### src/rtl/pipe_ctrl_pkg.sv
// Shared definitions for the pipeline controller: default parameters, FSM
// state encoding, exception type codes, stage indices and stall levels.
package pipe_ctrl_pkg;

  // Default configuration of the MIPS core pipeline
  localparam int unsigned NUM_STAGES_DEF = 6;
  localparam int unsigned PC_W_DEF       = 32;
  localparam int unsigned CNT_W_DEF      = 6;
  localparam logic [31:0] EXC_VEC_DEF    = 32'h0000_0020;

  // Stage indices (stall bit positions)
  localparam int unsigned STG_PC  = 0;
  localparam int unsigned STG_IF  = 1;
  localparam int unsigned STG_ID  = 2;
  localparam int unsigned STG_EX  = 3;
  localparam int unsigned STG_MEM = 4;
  localparam int unsigned STG_WB  = 5;

  // Per-stage stall levels
  localparam logic STOP    = 1'b1;
  localparam logic NO_STOP = 1'b0;

  // Controller FSM
  typedef enum logic {
    ST_RUN   = 1'b0,
    ST_FLUSH = 1'b1
  } state_e;

  // Exception kinds; codes 2 and 3 are reserved and behave like EXCP_EXC
  typedef enum logic [1:0] {
    EXCP_EXC  = 2'd0,
    EXCP_ERET = 2'd1
  } excp_e;

endpackage

### src/rtl/pipe_ctrl_hold_timer.sv
// Self-timed multi-cycle stall hold for fixed-latency units.
// Ports:
//   clk, rst       clock, async active-low reset
//   load_i         load len_i / stage_i into the timer
//   clear_i        abandon any running hold (wins over load_i)
//   len_i          hold length in cycles
//   stage_i        stage to hold, clamped to the last stage
//   active_o       hold counter nonzero
//   mask_o         one-hot request for the held stage while active
module pipe_ctrl_hold_timer
  import pipe_ctrl_pkg::*;
#(
  parameter int unsigned NUM_STAGES = NUM_STAGES_DEF,
  parameter int unsigned CNT_W      = CNT_W_DEF,
  localparam int unsigned SW        = (NUM_STAGES > 1) ? $clog2(NUM_STAGES) : 1
) (
  input  logic                  clk,
  input  logic                  rst,
  input  logic                  load_i,
  input  logic                  clear_i,
  input  logic [CNT_W-1:0]      len_i,
  input  logic [SW-1:0]         stage_i,
  output logic                  active_o,
  output logic [NUM_STAGES-1:0] mask_o
);

  localparam logic [SW-1:0] LAST_STAGE = SW'(NUM_STAGES - 1);

  logic [CNT_W-1:0] cnt_q, cnt_d;
  logic [SW-1:0]    stage_q, stage_d;
  logic [SW-1:0]    stage_clamped;

  // Out-of-range stage indices fall back to the last stage
  always_comb begin
    stage_clamped = (stage_i > LAST_STAGE) ? LAST_STAGE : stage_i;
  end

  // Counter / stage latch next state
  always_comb begin
    cnt_d   = cnt_q;
    stage_d = stage_q;
    if (clear_i) begin
      cnt_d = '0;
    end else if (load_i) begin
      cnt_d   = len_i;
      stage_d = stage_clamped;
    end else if (cnt_q != '0) begin
      cnt_d = cnt_q - CNT_W'(1);
    end
  end

  always_ff @(posedge clk or negedge rst) begin
    if (!rst) begin
      cnt_q   <= '0;
      stage_q <= '0;
    end else begin
      cnt_q   <= cnt_d;
      stage_q <= stage_d;
    end
  end

  assign active_o = (cnt_q != '0);

  // One-hot request for the latched stage
  always_comb begin
    mask_o = '0;
    for (int i = 0; i < int'(NUM_STAGES); i++) begin
      mask_o[i] = active_o && (stage_q == SW'(i));
    end
  end

endmodule

### src/rtl/pipe_ctrl.sv
// Pipeline controller: merges per-stage stall requests and a timed hold
// into a prefix stall vector, and sequences exception/ERET flushes with the
// redirect PC.
// Ports:
//   clk, rst        clock, async active-low reset
//   stallreq        per-stage stall requests (combinational)
//   hold_start      pulse: start a timed hold of hold_len cycles on hold_stage
//   excp_valid      exception/ERET committed this cycle; excp_type selects
//                   EXC_VEC (0,2,3) or cp0_epc (1)
//   stall           per-stage hold, stages 0..k where k is the top request
//   flush           one-cycle clear of all pipeline registers
//   new_pc          redirect target, valid while flush=1
//   hold_active     timed hold running
//   busy            controller not in RUN
// Optional (macro PIPE_CTRL_PERF_EN): stall_cycles and flush_count
// saturating performance counters.
module pipe_ctrl
  import pipe_ctrl_pkg::*;
#(
  parameter int unsigned NUM_STAGES = NUM_STAGES_DEF,
  parameter int unsigned PC_W       = PC_W_DEF,
  parameter int unsigned CNT_W      = CNT_W_DEF,
  parameter logic [PC_W-1:0] EXC_VEC = PC_W'(EXC_VEC_DEF),
  localparam int unsigned SW        = (NUM_STAGES > 1) ? $clog2(NUM_STAGES) : 1
) (
  input  logic                  clk,
  input  logic                  rst,
  input  logic [NUM_STAGES-1:0] stallreq,
  input  logic                  hold_start,
  input  logic [SW-1:0]         hold_stage,
  input  logic [CNT_W-1:0]      hold_len,
  input  logic                  excp_valid,
  input  logic [1:0]            excp_type,
  input  logic [PC_W-1:0]       cp0_epc,
  output logic [NUM_STAGES-1:0] stall,
  output logic                  flush,
  output logic [PC_W-1:0]       new_pc,
  output logic                  hold_active,
  output logic                  busy
`ifdef PIPE_CTRL_PERF_EN
  ,
  output logic [31:0]           stall_cycles,
  output logic [15:0]           flush_count
`endif
);

  state_e                state_q, state_d;
  logic [PC_W-1:0]       new_pc_q, new_pc_d;
  logic                  hold_load;
  logic                  hold_clear;
  logic                  freeze;
  logic [NUM_STAGES-1:0] hold_mask;
  logic [NUM_STAGES-1:0] eff;
  logic [NUM_STAGES-1:0] prio;
  logic                  any_above;

  pipe_ctrl_hold_timer #(
    .NUM_STAGES (NUM_STAGES),
    .CNT_W      (CNT_W)
  ) u_hold_timer (
    .clk      (clk),
    .rst      (rst),
    .load_i   (hold_load),
    .clear_i  (hold_clear),
    .len_i    (hold_len),
    .stage_i  (hold_stage),
    .active_o (hold_active),
    .mask_o   (hold_mask)
  );

  // FSM next state, redirect capture and hold control
  always_comb begin
    state_d    = state_q;
    new_pc_d   = new_pc_q;
    hold_load  = 1'b0;
    hold_clear = 1'b0;
    freeze     = 1'b0;
    unique case (state_q)
      ST_RUN: begin
        if (excp_valid) begin
          // Exception wins over a simultaneous hold_start and kills any hold
          freeze     = 1'b1;
          hold_clear = 1'b1;
          new_pc_d   = (excp_type == 2'(EXCP_ERET)) ? cp0_epc : EXC_VEC;
          state_d    = ST_FLUSH;
        end else if (hold_start && !hold_active && (hold_len != '0)) begin
          hold_load = 1'b1;
        end
      end
      ST_FLUSH: begin
        state_d = ST_RUN;
      end
      default: begin
        state_d = ST_RUN;
      end
    endcase
  end

  always_ff @(posedge clk or negedge rst) begin
    if (!rst) begin
      state_q  <= ST_RUN;
      new_pc_q <= '0;
    end else begin
      state_q  <= state_d;
      new_pc_q <= new_pc_d;
    end
  end

  assign eff = stallreq | hold_mask;

  // Prefix priority encoder: every stage at or below the top request stalls
  always_comb begin
    any_above = NO_STOP;
    prio      = '0;
    for (int i = int'(NUM_STAGES) - 1; i >= 0; i--) begin
      any_above = any_above | eff[i];
      prio[i]   = any_above;
    end
  end

  // Stall is zero-latency; forced low in reset and during the flush cycle
  always_comb begin
    stall = '0;
    if (rst && (state_q == ST_RUN)) begin
      stall = freeze ? {NUM_STAGES{STOP}} : prio;
    end
  end

  assign flush  = (state_q == ST_FLUSH);
  assign busy   = (state_q != ST_RUN);
  assign new_pc = new_pc_q;

`ifdef PIPE_CTRL_PERF_EN
  logic [31:0] stall_cycles_q, stall_cycles_d;
  logic [15:0] flush_count_q, flush_count_d;

  // Saturating event counters
  always_comb begin
    stall_cycles_d = stall_cycles_q;
    flush_count_d  = flush_count_q;
    if ((stall != '0) && (stall_cycles_q != '1)) begin
      stall_cycles_d = stall_cycles_q + 32'(1);
    end
    if (flush && (flush_count_q != '1)) begin
      flush_count_d = flush_count_q + 16'(1);
    end
  end

  always_ff @(posedge clk or negedge rst) begin
    if (!rst) begin
      stall_cycles_q <= '0;
      flush_count_q  <= '0;
    end else begin
      stall_cycles_q <= stall_cycles_d;
      flush_count_q  <= flush_count_d;
    end
  end

  assign stall_cycles = stall_cycles_q;
  assign flush_count  = flush_count_q;
`endif

endmodule

### config.mk
export PLATFORM = sky130hd
export DESIGN_NAME = pipe_ctrl
export DESIGN_NICKNAME = d
export VERILOG_FILES = /design/src/rtl/pipe_ctrl_pkg.sv /design/src/rtl/pipe_ctrl_hold_timer.sv /design/src/rtl/pipe_ctrl.sv
export SDC_FILE = /design/constraint.sdc
export NUM_CORES = 1
export LEC_CHECK = 0
export CAP_MARGIN = 20
export CORE_MARGIN = 2
export CORE_UTILIZATION = 43
export DETAILED_ROUTE_END_ITERATION = 12
export PLACE_DENSITY = 0.9
export SLEW_MARGIN = 20
export SYNTH_ARGS = -nofsm -noshare
export SYNTH_HDL_FRONTEND = slang
export SYNTH_SLANG_ARGS = --single-unit
### constraint.sdc
create_clock -name clk -period 3.5 [get_ports clk]
set_input_delay 0.7 -clock clk [delete_from_list [all_inputs] [get_ports clk]]
set_output_delay 0.7 -clock clk [all_outputs]
set_load 0.01 [all_outputs]
After elaboration in Yosys (flattened, before gate mapping)
Index checks and enable logic that the tools add are counted.
{"block": "totals", "elab_cells": 49, "regBits": 42, "out_inout_bits": 41, "in_bits": 53}
{"block": "op_classes", "n_bitwise": 8, "n_addsub": 1, "magnitude_cmp": 1, "n_eq_ne": 6, "muxes": 13, "n_reduce_logical": 16}
{"operator": "$mux 32", "n": 1}
{"operator": "$mux 6", "n": 5}
{"operator": "$reduce_bool 6->1", "n": 2}
{"operator": "$logic_and 1x1->1", "n": 9}
{"operator": "$eq 3x2->1 const B", "n": 2}
{"operator": "$eq 3x3->1 const B", "n": 2}
{"operator": "$or 6x6->6", "n": 1}
{"operator": "$sub 6x1->6 const B", "n": 1}
{"operator": "$mux 1", "n": 5}
{"operator": "$or 1x1->1", "n": 5}
{"operator": "$reduce_and 2->1", "n": 2}
{"operator": "$eq 3x1->1 const B", "n": 1}
{"operator": "$gt 3x3->1 const B", "n": 1}
{"operator": "$logic_not 3->1", "n": 1}
{"operator": "$mux 3", "n": 1}
{"operator": "$reduce_bool 3->1", "n": 1}
{"operator": "$eq 2x1->1 const B", "n": 1}
{"operator": "$not 1->1", "n": 2}
{"operator": "$pmux 1 s2", "n": 1}
{"operator": "$logic_not 1->1", "n": 1}

Depth between registers and ports, before layout
{"block": "logic_depth", "word_depth": 10, "mapped_depth": 7, "depth_no_buf": 6}

Modules after synthesis
From an unflattened synthesis, not the netlist that was laid out.
{"block": "unflattened", "hier_cells": 159, "area_unflattened_um2": 1895.6}
{"module": "pipe_ctrl", "cells_each": 96, "area_each_um2": 1297.5, "n_inst": 1}
{"module": "pipe_ctrl_hold_timer", "cells_each": 63, "area_each_um2": 598.1, "n_inst": 1}

Worst setup path after synthesis
No wires, ideal clock.
{"block": "synth_timing", "kind": "flip-flop to output port", "from": "register u_hold_timer.cnt_q[0]", "to": "output port stall[0]", "path_stages_with_launch": 8, "path_buffers": 1, "slack_ns": 1.342, "arrival_ns": 1.458, "path_cell_list": "dfrtp_1 -> inv_1 -> ha_1 -> and3b_2 -> inv_2 -> buf_2 -> a21oi_1 -> a31oi_1"}
{"block": "synth_via", "elab_chain_cells": 10, "elab_cells_between_ends": 15, "classes_between": "mux (2); bitwise (6); reduce/logical (7)"}
{"item": "start, declared", "line": "pipe_ctrl_hold_timer.sv:29", "source": "logic [CNT_W-1:0] cnt_q, cnt_d;"}
{"item": "start signal, assigned", "line": "pipe_ctrl_hold_timer.sv:57", "source": "cnt_q <= cnt_d;"}
{"item": "$reduce_bool 6->1 *", "line": "pipe_ctrl_hold_timer.sv:62", "source": "assign active_o = (cnt_q != '0);"}
{"item": "named net hold_active", "line": "pipe_ctrl.sv:38", "source": "output logic hold_active,"}
{"item": "$logic_and 1x1->1", "line": "pipe_ctrl_hold_timer.sv:68", "source": "mask_o[i] = active_o && (stage_q == SW'(i));"}
{"item": "$or 6x6->6 *", "line": "pipe_ctrl.sv:109", "source": "assign eff = stallreq | hold_mask;"}
{"item": "$or 1x1->1 (4 in series)", "line": "pipe_ctrl.sv:116", "source": "any_above = any_above | eff[i];"}
{"item": "$or 1x1->1 *", "line": "pipe_ctrl.sv:116"}
{"item": "$mux 6 *", "line": "pipe_ctrl.sv:125", "source": "stall = freeze ? {NUM_STAGES{STOP}} : prio;"}
{"item": "$mux 6 *", "line": "pipe_ctrl.sv:124", "source": "if (rst && (state_q == ST_RUN)) begin"}
{"item": "end, declared", "line": "pipe_ctrl.sv:35", "source": "output logic [NUM_STAGES-1:0] stall,"}
The timed path passes the listed nets; every way through them passes the cells marked *.

Final worst setup path
{"block": "layout_timing", "from": "input port stallreq[5]", "to": "output port stall[1]"}
{"block": "layout_via", "elab_chain_cells": 7}
{"item": "start, declared", "line": "pipe_ctrl.sv:28", "source": "input logic [NUM_STAGES-1:0] stallreq,"}
{"item": "$or 6x6->6", "line": "pipe_ctrl.sv:109"}
{"item": "$or 1x1->1 (4 in series)", "line": "pipe_ctrl.sv:116"}
{"item": "$mux 6", "line": "pipe_ctrl.sv:125"}
{"item": "$mux 6", "line": "pipe_ctrl.sv:124"}
Every way passes these cells.

==> results.ini <==
[finish]
drive_gt1_share_pct = 9.27
nFillCells = 295
area_delta_synth_final_pct = 57.6
antenna_cells = 0
fin_nets = 302
multi_input_area_sq_um = 728
regArea_sq_um = 1050
final_core_util_pct = 71.6
final_area_sq_um = 2900

[critical_path]
path_cells = clkdlybuf4s50_1 > nor4_1 > nand2_1 > a21oi_1 > a31oi_1 > clkdlybuf4s50_1
cp_max_fo = 4
slowest_stage = clkdlybuf4s50_1
endpoint_kind = output port
critPathArrivalTime_ns = 2.38
critPathBufInv = 2
crit_family = buffers and inverters
critPathLaunchType = primary input
crit_required_ns = 2.80
worstReg2RegStart = busy$_DFF_PN0_
slowest_delay_ns = 0.49
worstSetupPathType = in -> out
crit_top_cell = clkdlybuf4s50_1
crit_start = stallreq[5]

[detailed_routing]
detail_route.iter0.violations = 66
post_drt_wl_per_cell_um = 15.2
routed_via_density = 5.22
drc = 0
antenna_left = 0
wl_mm = 4.52
num_vias = 1557
drt_pass1_iterations = 4

[worst_hold_path]
hp-class = in -> async

[power_and_ir_drop]
cellPowerDensity_nw_per_um2 = 496
swShare_pct = 31.3
pwr-share-comb_pct = 35.2
vdd_drop_max_v = 0.000245
clkPwrFrac_pct = 21.9
switchingPower_uw = 451
p_seq_share_pct = 42.9
cellLeakagePower_nw = 1.28
p_int_uw = 990

[clocking]
clock_latency_ns = 0.28
cts_tree = built
h-tree-depth = 2
cts.repair.resized = 0
postCtsSetupBuffers = 0
clock_path_buffers = 2
cts_buffers = 5
hold_buffers = 0
cts.sinks = 42
clk_pin_slew_ns = 0.08
cts_root_buffer = clkbuf_8

[synth]
yosysSeqAreaShare_pct = 57.0
yosysTopAreaCell = dfrtp_1
synthTopCellsByArea = dfrtp_1 57%, a22o_1 15%, a21oi_1 2.4%
netlist_instances = 154
yosysMostFrequentCell = dfrtp_1
syn_nets = 209
synth_flop_cell = dfrtp_1
netlist_top_cells_count = 42 x dfrtp_1, 31 x a22o_1, 9 x a21oi_1
synth_top_area_share_pct = 57.0
synth_compound_area_share_pct = 22.1
syn_area_sq_um = 1840
yosysWarnings = 0
synth_edf_count = 0
synthSimpleGateAreaFrac_pct = 10.6
synthAdderAreaFrac_pct = 1.36
synth_cell_types = 34
ys_seq_elements = 42
async_reset_ff_share_pct = 100
synthMuxAreaShare_pct = 2.24
synth_top_family_by_area = compound AO/OA/AOI/OAI gates
synth_xor_area_share_pct = 2.85
syn_avg_cell_area_sq_um = 12.0

[timing]
setup_violations = 0
report.final.slew_viol_count = 0
min_period_ns = 3.08
setup_tns_ns = 0
relSlewSlack_pct = 60.7
layout_setup_ws_ns = 0.415
timing.final.crit_share_pct = 88.1
worst_pin_slew_ns = 0.585
hold_viol = 0
final.setup_skew_ns = 0.00268
clock.fmax_ghz = 0.324
rsz0062_at_grt = false

[floorplanning]
rows = 23
die_w_um = 69.5
ioPinCount = 94
die_y_um = 69.5
core_sq_um = 4060
floorplan.initialDensity_pct = 45.4
dieArea_sq_um = 4830

[flow_run]
cap_violations = 0

[place]
pre_cts_slack_ns = 0.439
dp_hpwl_mm = 3.32
postPlaceCellArea_sq_um = 2810
numPortBuffers = 93
finalWeightedCongestion = 0.914

[status]
status = completed

[global_routing]
track_usage_pct = 18.7
first_global_vias = 1479
grt_max_degree = 43
grt_antenna_before_repair = 0
grt_overflow = 0
grt_pass1_wl_mm = 7.21

-- worst register-to-register path: cells and delay by family (launching register included) --
kind / cells / cell delay (ns)
flops: 1 / 0.41
simple gates: 2 / 0.48
buf+inv: 2 / 0.59
compound gates: 1 / 0.19
-- state kept, by name, summed over array words and instances (netlist names) --
name	cells
u_hold_timer.stage_q	3
u_hold_timer.cnt_q	6
busy	1
new_pc	32
-- final timing paths --
check / endpoint / slack, ns / depth (start not counted)
max: stall[1] / 0.42 / 6
min: new_pc[5]$_DFFE_PN0P_ / 0.51 / 2
max reg2reg: new_pc[3]$_DFFE_PN0P_ / 1.76 / 5
min reg2reg: new_pc[16]$_DFFE_PN0P_ / 0.51 / 1
max in group asynchronous: new_pc[14]$_DFFE_PN0P_ / 2.64 / 2
min in group clk: new_pc[16]$_DFFE_PN0P_ / 0.51 / 1
-- stage by stage --
stage	instances	hold WS [ns]	power [mW]
2_1_floorplan	154	0.404	0.927
3_3_place_gp	290	0.488	1.12
3_5_place_dp	290	0.491	1.13
4_1_cts	298	0.512	1.45
5_1_grt	298	0.525	1.53
6_report	298	0.507	1.44
-- cell type report --
| class | instances | share of cell area (%) |
|---|---|---|
| Clock buffer | 7 | 2.97 |
| Clock inverter | 1 | 0.172 |
| Inverter | 6 | 0.776 |
| Multi-Input combinational cell | 96 | 25.1 |
| Sequential cell | 42 | 36.2 |
| Tap cell | 50 | 2.15 |
| Timing Repair Buffer | 96 | 32.7 |
-- kinds of logic after synthesis --
logic type	Yosys count
fa+ha+maj	2
mux	3
flops	42
xor+xnor	6
simple gates	34
buf+inv	16
compound gates	51
-- power groups by stage --
stage	Sequential [mW]	Combinational, mW	Clock (mW)
3_5_place_dp	0.628	0.506	0
3_3_place_gp	0.627	0.493	0
6_report	0.619	0.507	0.315
5_1_grt	0.630	0.552	0.346
2_1_floorplan	0.630	0.297	0
4_1_cts	0.619	0.509	0.322
-- cells in the final DEF, fill, tap and decap left out, types with 5 or more instances in the layout --
cell type / instances
a21oi_1: 9
a22o_1: 31
clkbuf_8: 6
clkdlybuf4s50_1: 92
dfrtp_1: 42
inv_1: 5
nand2_1: 6
nand3_1: 7
nor2_1: 7
xor2_1: 5
-- layer usage --
metal	wire, um	GRT usage (%)
met5	0	0
met4	49	5.23
met3	367	6.98
met2	2130	29.0
met1	1970	24.7
Power figures use the tool's default switching activity.
